File: config.mk
export PLATFORM = sky130hd
export DESIGN_NAME = frame_update_controller
export DESIGN_NICKNAME = d
export VERILOG_FILES = /design/src/rtl/frame_update_controller_pkg.sv /design/src/rtl/frame_update_controller_sync.sv /design/src/rtl/frame_update_controller.sv
export SDC_FILE = /design/constraint.sdc
export NUM_CORES = 2
export LEC_CHECK = 0
export ABC_AREA = 0
export CORE_ASPECT_RATIO = 1.25
export CORE_MARGIN = 1.5
export CORE_UTILIZATION = 55
export CTS_BUF_LIST = sky130_fd_sc_hd__clkbuf_8
export DETAILED_ROUTE_END_ITERATION = 12
export PLACE_DENSITY = 0.9
export SYNTH_ARGS = -nofsm -noshare
export SYNTH_HDL_FRONTEND = slang
export SYNTH_SLANG_ARGS = --single-unit
File: constraint.sdc
create_clock -name clk -period 68.8 [get_ports clk]
set_clock_uncertainty 0.1 [all_clocks]
set_input_delay 13.76 -clock clk [delete_from_list [all_inputs] [get_ports clk]]
set_output_delay 13.76 -clock clk [all_outputs]
set_load 0.05 [all_outputs]
File: src/rtl/frame_update_controller_pkg.sv
// Shared types and constants for the frame update controller: FSM encoding,
// register-file geometry and the display register map.
// No logic; no latency; no flow control.
package frame_update_controller_pkg;

    // Controller phases: accept writes, wait for frame gap, copy bank
    typedef enum logic [1:0] {
        IDLE   = 2'd0,
        ARMED  = 2'd1,
        COMMIT = 2'd2
    } state_t;

    localparam int NUM_REGS_DEFAULT = 16;
    localparam int REG_W            = 32;
    localparam int ADDR_W           = 4;

    // Display register map
    localparam int PIPE1X      = 0;
    localparam int PIPE2X      = 1;
    localparam int PIPE3X      = 2;
    localparam int PIPE4X      = 3;
    localparam int BOTTOMTOP1  = 4;
    localparam int BOTTOMTOP2  = 5;
    localparam int BOTTOMTOP3  = 6;
    localparam int BOTTOMTOP4  = 7;
    localparam int YSPACE1     = 8;
    localparam int YSPACE2     = 9;
    localparam int YSPACE3     = 10;
    localparam int YSPACE4     = 11;
    localparam int BIRD        = 12;
    localparam int CUR_SCORE   = 13;
    localparam int HI_SCORE    = 14;

    // True when a write address maps onto an implemented register; other
    // addresses are still handshaken but their data is dropped.
    function automatic logic addr_in_range(input logic [ADDR_W-1:0] addr,
                                           input int num_regs);
        return ({{(32-ADDR_W){1'b0}}, addr} < 32'(num_regs));
    endfunction

endpackage

File: src/rtl/frame_update_controller_sync.sv
// Two-flop synchronizer for an asynchronous button plus rising-edge detector.
// Latency: rise pulses in the 3rd cycle after the input edge (2 sync flops).
// No backpressure: rise is a single-cycle pulse with no handshake.
module sync_edge_detect (
    input  logic clk,
    input  logic reset,
    input  logic async_in,
    output logic rise
);

    logic sync1_q, sync1_d;
    logic sync2_q, sync2_d;
    logic prev_q,  prev_d;

    // Shift the raw input through the sync chain and keep one cycle of history
    always_comb begin
        sync1_d = async_in;
        sync2_d = sync1_q;
        prev_d  = sync2_q;
    end

    // Edge is a synchronized high that was low one cycle earlier
    always_comb begin
        rise = sync2_q & ~prev_q;
    end

    // Synchronizer and history flops, cleared asynchronously
    always_ff @(posedge clk or posedge reset) begin
        if (reset) begin
            sync1_q <= 1'b0;
            sync2_q <= 1'b0;
            prev_q  <= 1'b0;
        end else begin
            sync1_q <= sync1_d;
            sync2_q <= sync2_d;
            prev_q  <= prev_d;
        end
    end

endmodule

File: src/rtl/frame_update_controller.sv
// Double-buffered display register file: CPU writes a pending bank, which is copied to the display bank between frames.
// Latency: commit lands on the edge after the first screenEnd following commit_req; game_active lags the display by 1 cycle.
// Backpressure: wr_ready is low from commit_req until the copy completes; jump_req is sticky until jump_ack.
module frame_update_controller
    import frame_update_controller_pkg::*;
#(
    parameter int NUM_REGS    = NUM_REGS_DEFAULT,
    parameter int FRAME_CNT_W = 16
) (
    input  logic                      clk,
    input  logic                      reset,
    input  logic                      screenEnd,
    input  logic                      wr_valid,
    output logic                      wr_ready,
    input  logic [ADDR_W-1:0]         wr_addr,
    input  logic [REG_W-1:0]          wr_data,
    input  logic                      commit_req,
    output logic                      commit_done,
    output logic [NUM_REGS*REG_W-1:0] disp_regs,
    output logic                      game_active,
    input  logic                      jump,
    output logic                      jump_req,
    input  logic                      jump_ack,
    output logic [FRAME_CNT_W-1:0]    frame_count
);

    state_t state_q, state_d;

    logic [REG_W-1:0] pend_q [NUM_REGS];
    logic [REG_W-1:0] pend_d [NUM_REGS];
    logic [REG_W-1:0] disp_q [NUM_REGS];
    logic [REG_W-1:0] disp_d [NUM_REGS];

    logic                   game_active_q, game_active_d;
    logic                   jump_req_q,    jump_req_d;
    logic [FRAME_CNT_W-1:0] frame_count_q, frame_count_d;

    logic wr_fire;
    logic jump_rise;

    sync_edge_detect u_jump_sync (
        .clk      (clk),
        .reset    (reset),
        .async_in (jump),
        .rise     (jump_rise)
    );

    // Next-state and handshake outputs; a screenEnd seen while still IDLE
    // is ignored, so arming and the frame gap can never coincide.
    always_comb begin
        state_d     = state_q;
        wr_ready    = 1'b0;
        commit_done = 1'b0;
        case (state_q)
            IDLE: begin
                wr_ready = 1'b1;
                if (commit_req) begin
                    state_d = ARMED;
                end
            end
            ARMED: begin
                if (screenEnd) begin
                    state_d = COMMIT;
                end
            end
            COMMIT: begin
                commit_done = 1'b1;
                state_d     = IDLE;
            end
            default: begin
                state_d = IDLE;
            end
        endcase
    end

    // Pending bank takes accepted writes; out-of-range addresses are dropped
    always_comb begin
        wr_fire = wr_valid & wr_ready;
        pend_d  = pend_q;
        for (int i = 0; i < NUM_REGS; i++) begin
            if (wr_fire && addr_in_range(wr_addr, NUM_REGS)
                && ({{(32-ADDR_W){1'b0}}, wr_addr} == 32'(i))) begin
                pend_d[i] = wr_data;
            end
        end
    end

    // Display bank only moves on the edge leaving COMMIT, i.e. in the frame gap
    always_comb begin
        disp_d = disp_q;
        if (state_q == COMMIT) begin
            disp_d = pend_q;
        end
    end

    // Game is considered running once any displayed register is nonzero
    always_comb begin
        game_active_d = 1'b0;
        for (int i = 0; i < NUM_REGS; i++) begin
            if (disp_q[i] != '0) begin
                game_active_d = 1'b1;
            end
        end
    end

    // Sticky jump flag: a fresh edge beats a simultaneous acknowledge
    always_comb begin
        jump_req_d = jump_req_q;
        if (jump_rise) begin
            jump_req_d = 1'b1;
        end else if (jump_ack) begin
            jump_req_d = 1'b0;
        end
    end

    // Free-running frame counter, wraps naturally
    always_comb begin
        frame_count_d = frame_count_q;
        if (screenEnd) begin
            frame_count_d = frame_count_q + FRAME_CNT_W'(1);
        end
    end

    // Flatten the display bank onto the output bus, register i at [32i +: 32]
    always_comb begin
        disp_regs = '0;
        for (int i = 0; i < NUM_REGS; i++) begin
            disp_regs[i*REG_W +: REG_W] = disp_q[i];
        end
    end

    assign game_active = game_active_q;
    assign jump_req    = jump_req_q;
    assign frame_count = frame_count_q;

    // State registers; reset abandons any armed commit
    always_ff @(posedge clk or posedge reset) begin
        if (reset) begin
            state_q       <= IDLE;
            game_active_q <= 1'b0;
            jump_req_q    <= 1'b0;
            frame_count_q <= '0;
            for (int i = 0; i < NUM_REGS; i++) begin
                pend_q[i] <= '0;
                disp_q[i] <= '0;
            end
        end else begin
            state_q       <= state_d;
            game_active_q <= game_active_d;
            jump_req_q    <= jump_req_d;
            frame_count_q <= frame_count_d;
            for (int i = 0; i < NUM_REGS; i++) begin
                pend_q[i] <= pend_d[i];
                disp_q[i] <= disp_d[i];
            end
        end
    end

endmodule

* Word level (Yosys, flattened, before mapping)
Index checks and enable logic that the tools add are counted.
** Word-level totals
- Register bits :: 1047
- Bits of input ports :: 43
- Output and inout port bits :: 532
- Word-level logic and storage cells :: 121
** Cells by class
- Add/subtract/negate cells :: 1
- Equal/unequal tests :: 19
- Muxes and demuxes :: 23
- Bitwise logic cells :: 3
- Reductions and logical operators :: 36
** Operators with widths (number)
- nonzero test 32 bit :: 16
- == test 4 bit, second input constant :: 8
- two-way mux 1 bit :: 20
- adder 16 x 1 -> 16 bit, second input constant :: 1
- == test 4 x 3 -> 1 bit, second input constant :: 4
- logical AND 1 bit :: 16
- == test 4 x 2 -> 1 bit, second input constant :: 2
- == test 4 x 1 -> 1 bit, second input constant :: 1
- zero test 4 bit :: 1
- two-way mux 2 bit :: 2
- inequality test 2 bit, second input constant :: 2
- case mux 2 bit (2 select lines) :: 1
- bitwise AND 1 bit :: 2
- == test 2 x 1 -> 1 bit, second input constant :: 1
- == test 2 bit, second input constant :: 1
- zero test 2 bit :: 1
- AND reduction 2 bit :: 1
- nonzero test 2 bit :: 1
- NOT 1 bit :: 1

* Logic depth before layout (Yosys ltp)
- Word-level depth :: 17
- Gate-level depth with buffers :: 7
- Gate-level depth less buffers :: 5

* Modules after synthesis
From an unflattened synthesis, not the netlist that was laid out.
** Second synthesis, totals
- Cell total of the unflattened synthesis :: 3539
- Area total of the unflattened synthesis :: 40132.2 sq um
** Modules (own cells, without submodules)
- frame_update_controller :: times used 1, cells an instance 3534, area an instance 40039.7 sq um, sequential area each 26125.1 sq um
- sync_edge_detect :: times used 1, cells an instance 5, area an instance 92.6 sq um, sequential area each 75.1 sq um

* Worst setup path before layout
OpenSTA, ideal clock, no wires.
- Path type :: in2reg
- Start :: in wr_valid
- End :: reg pend_q[499] (netlist name)
- Setup time :: 0.125 ns
- Data arrival time :: 15.166 ns
- Required time :: 68.575 ns
- Path slack :: 53.409 ns
- Stages :: 5
- Path buffers :: 1
- Cells stage by stage :: nor3b_2 > or3b_4 > nor3_4 > buf_6 > mux2_2
** On the way
- Cells in the longest elaborated chain, start to end :: 2
** Ends and longest elaborated chain
- from (decl) :: line frame_update_controller.sv:13 : input logic wr_valid,
- bitwise AND 1 bit :: line frame_update_controller.sv:78 : wr_fire = wr_valid & wr_ready;
- logical AND 1 bit :: line frame_update_controller.sv:82 : && ({{(32-ADDR_W){1'b0}}, wr_addr} == 32'(i))) begin
- to (signal, indexed assignment) :: line frame_update_controller.sv:153 : pend_q[i] <= pend_d[i];
- to (decl) :: line frame_update_controller.sv:29 : logic [REG_W-1:0] pend_q [NUM_REGS];
No other way between the ends.
A chain may end at the register's enable or synchronous reset.

==> metrics.cfg <==
[critical_path]
crit_type = primary input to asynchronous set/reset pin
critPathBufInv = 6
reg2reg_slack_ps = 64870
cp.arrival_ps = 18440
start_kind = primary input
crit_path_max_incr_delay_ps = 920
crit_path_cell_trace = clkdlybuf4s50_1, inv_8, buf_4, buf_12, buf_4, buf_12
end_kind = asynchronous set/reset pin
cp_max_fo = 185
worstPathRequired_ps = 69510
critPathSlowestCell = buf_4
path_delay_family = buffers and inverters

[cts]
cts_tree = built
cts_resized = 0
clock_sinks = 1047
htree_num_levels = 4
cts_buffers = 153
cts_buffer_depth = 3
clkTransAtPathRegs_ps = 60
hold_buffers = 0
clk_latency_ps = 830
postCtsSetupRepairBufs = 0
cts-root-buf = clkbuf_8

[placement]
dp_hpwl_mm = 78.4
placed_cell_area_um2 = 46500
routabilityCongestion = 0.859
dp_slack_ps = 50110
io_buffers = 574

[global_routing]
grt_pass1_wl_mm = 190
grt_pass1_vias = 31148
antenna_found_initial = 13
overflow = 0
grtUsageTotal_pct = 34.5
grt_max_degree = 216

[routing]
vias = 30486
drt-pass1-iter-count = 6
antenna_left = 0
avgRoutedWirePerCell_um = 24.8
totalWireLength_mm = 128
drt_iter0_drc = 3455
via_per_inst = 5.90
drc_errors = 0

[synthesis]
synth_area_leaders = dfrtp_1 (65%), nand2_1 (14%), mux2_2 (14%), nor4_1 (2.1%), clkbuf_1 (1.4%)
synth_edf_count = 0
synth_top_area_cell = dfrtp_1
avgSynthCellArea_um2 = 11.3
yosysSeqAreaShare_pct = 65.3
synthArstFlopShare_pct = 100
synth_cell_types = 32
synth_top_area_share_pct = 65.3
yosysWarnings = 0
syn-num-nets = 3582
synth_ff_type = dfrtp_1
netlist_area_um2 = 40100
syn_inst = 3538
yosysMostFrequentCell = nand2_1
yosys-top-cells-count = nand2_1 (1,549), dfrtp_1 (1,047), mux2_2 (503)
ys_ff_latch = 1047

[final_layout]
fin_util_pct = 68.6
stdcell_area_um2 = 49500
finalNetCount = 4151
area_growth_pct = 23.4
layout-drive-gt1-share_pct = 18.7

[sta]
finalMaxSlewViolations = 0
final-setup-viol-count = 0
period_share_pct = 25.8
min_period_ps = 17730
rsz0062_at_grt = no
slew_headroom_pct = 12.7
worst_pin_slew_ps = 1310
fmax_mhz = 56.4
fin_ws_ps = 51070
finalSetupTns_ps = 0
hold_viol = 0

[run_status]
status = completed

[run]
maxCapViolCount = 0

[hold_path]
worstHoldPathType = flop to flop

[pwr]
ir_worst_vdd_mv = 0.0434
finalPower_w = 0.00279
power_density_nw_per_um2 = 56.3
power.leakage_nw = 24.7

[die]
start_util_pct = 55.6
die_h_um = 305
die_area_um2 = 74600
row_count = 110
core_um2 = 72100
num_io_pins = 575
die_x_um = 245

-- per-layer routing --
| layer | up-vias | GRT usage, % | wire length (um) |
|---|---|---|---|
| li1 | 12682 | - | - |
| met1 | 15408 | 42.7 | 46400 |
| met2 | 1881 | 53.3 | 59800 |
| met3 | 503 | 8.26 | 12200 |
| met4 | 12 | 24.8 | 10000 |
| met5 | - | 0 | 80 |
-- worst reg2reg max path, stage by stage (launching register included) --
cell	delay, ps
dfrtp_1	440
nand2b_4	410
inv_8	640
buf_4	1010
buf_12	510
nand2_1	600
nand2_1	120
-- final cells by class --
| class | instances | area (um2) |
|---|---|---|
| tap | 952 | 1190 |
| sequential | 1047 | 26200 |
| fill | 4709 | 22600 |
| clock inverter | 74 | 390 |
| antenna | 1 | 2.50 |
| clock buffer | 189 | 2600 |
| timing repair buffer | 610 | 5950 |
| multi-input combinational | 2290 | 13100 |
| inverter | 5 | 33.8 |
-- placed cells by master, fill, tap and decap left out, types with 2 or more instances in the layout --
cell and n:
nor2_4 6, nand4_1 39, xor2_1 3, nor4_1 136, mux2_2 503, nand2_1 1546, xnor2_1 12, nor2_1 6
inv_8 6, clkinv_8 2, nor2b_1 3, clkinv_2 9, and3_1 3, inv_1 56, nand2b_1 2, nor3_4 2
clkdlybuf4s50_1 550, nand2_2 3, buf_2 24, clkinvlp_4 4, nand3_1 6, buf_4 32, dfrtp_1 1047, clkbuf_8 189
mux2_1 10, buf_12 4
-- where the power goes --
group	switching, W	leakage, nW	internal, W
sequential	0.000229	13.6	0.000867
clock	0.000239	1.73	0.000252
combinational	0.000801	9.35	0.000398
-- per-stage QoR --
stage / cells / hold slack, ps
finish: 5168 / 249
global route: 5168 / 253
CTS: 5167 / 252
detailed placement: 4904 / 239
global placement: 4904 / 236
floorplan: 3538 / 231
-- final timing paths --
| path | start | to | cells past startpoint |
|---|---|---|---|
| worst max-delay path | reset | disp_regs[411]$_DFFE_PP0P_ | 6 |
| worst min-delay path | u_jump_sync.sync1_q$_DFF_PP0_ | u_jump_sync.prev_d$_DFF_PP0_ | 0 |
| worst max register to register | state_q[0]$_DFFE_PP0P_ | disp_regs[155]$_DFFE_PP0P_ | 6 |
| worst min register to register | u_jump_sync.sync1_q$_DFF_PP0_ | u_jump_sync.prev_d$_DFF_PP0_ | 0 |
| max in group clk | state_q[0]$_DFFE_PP0P_ | commit_done | 3 |
| min in group asynchronous | reset | pend_q[297]$_DFFE_PP0P_ | 2 |
-- flip-flops by register name (all words and copies together), names as in the netlist --
name / cells
state_q: 2
u_jump_sync.prev_d: 1
u_jump_sync.sync1_q: 1
pend_q: 512
frame_count: 16
jump_req: 1
disp_regs: 512
game_active: 1
u_jump_sync.prev_q: 1
-- cells by family (layout without fill, tap and decap cells) --
group	count (synthesis)	after routing	share of synthesized area (%)
AND/OR/NAND/NOR	1759	1759	17.8
flip-flops	1047	1047	65.3
multiplexers	513	513	14.4
buffers and inverters	201	878	2.10
XOR/XNOR	15	15	0.328
AO/OA/AOI/OAI	2	2	0.0281
adder cells (fa/ha/maj)	1	1	0.0312
other	0	1	0
Note: power is estimated with default switching activity, not from simulation.
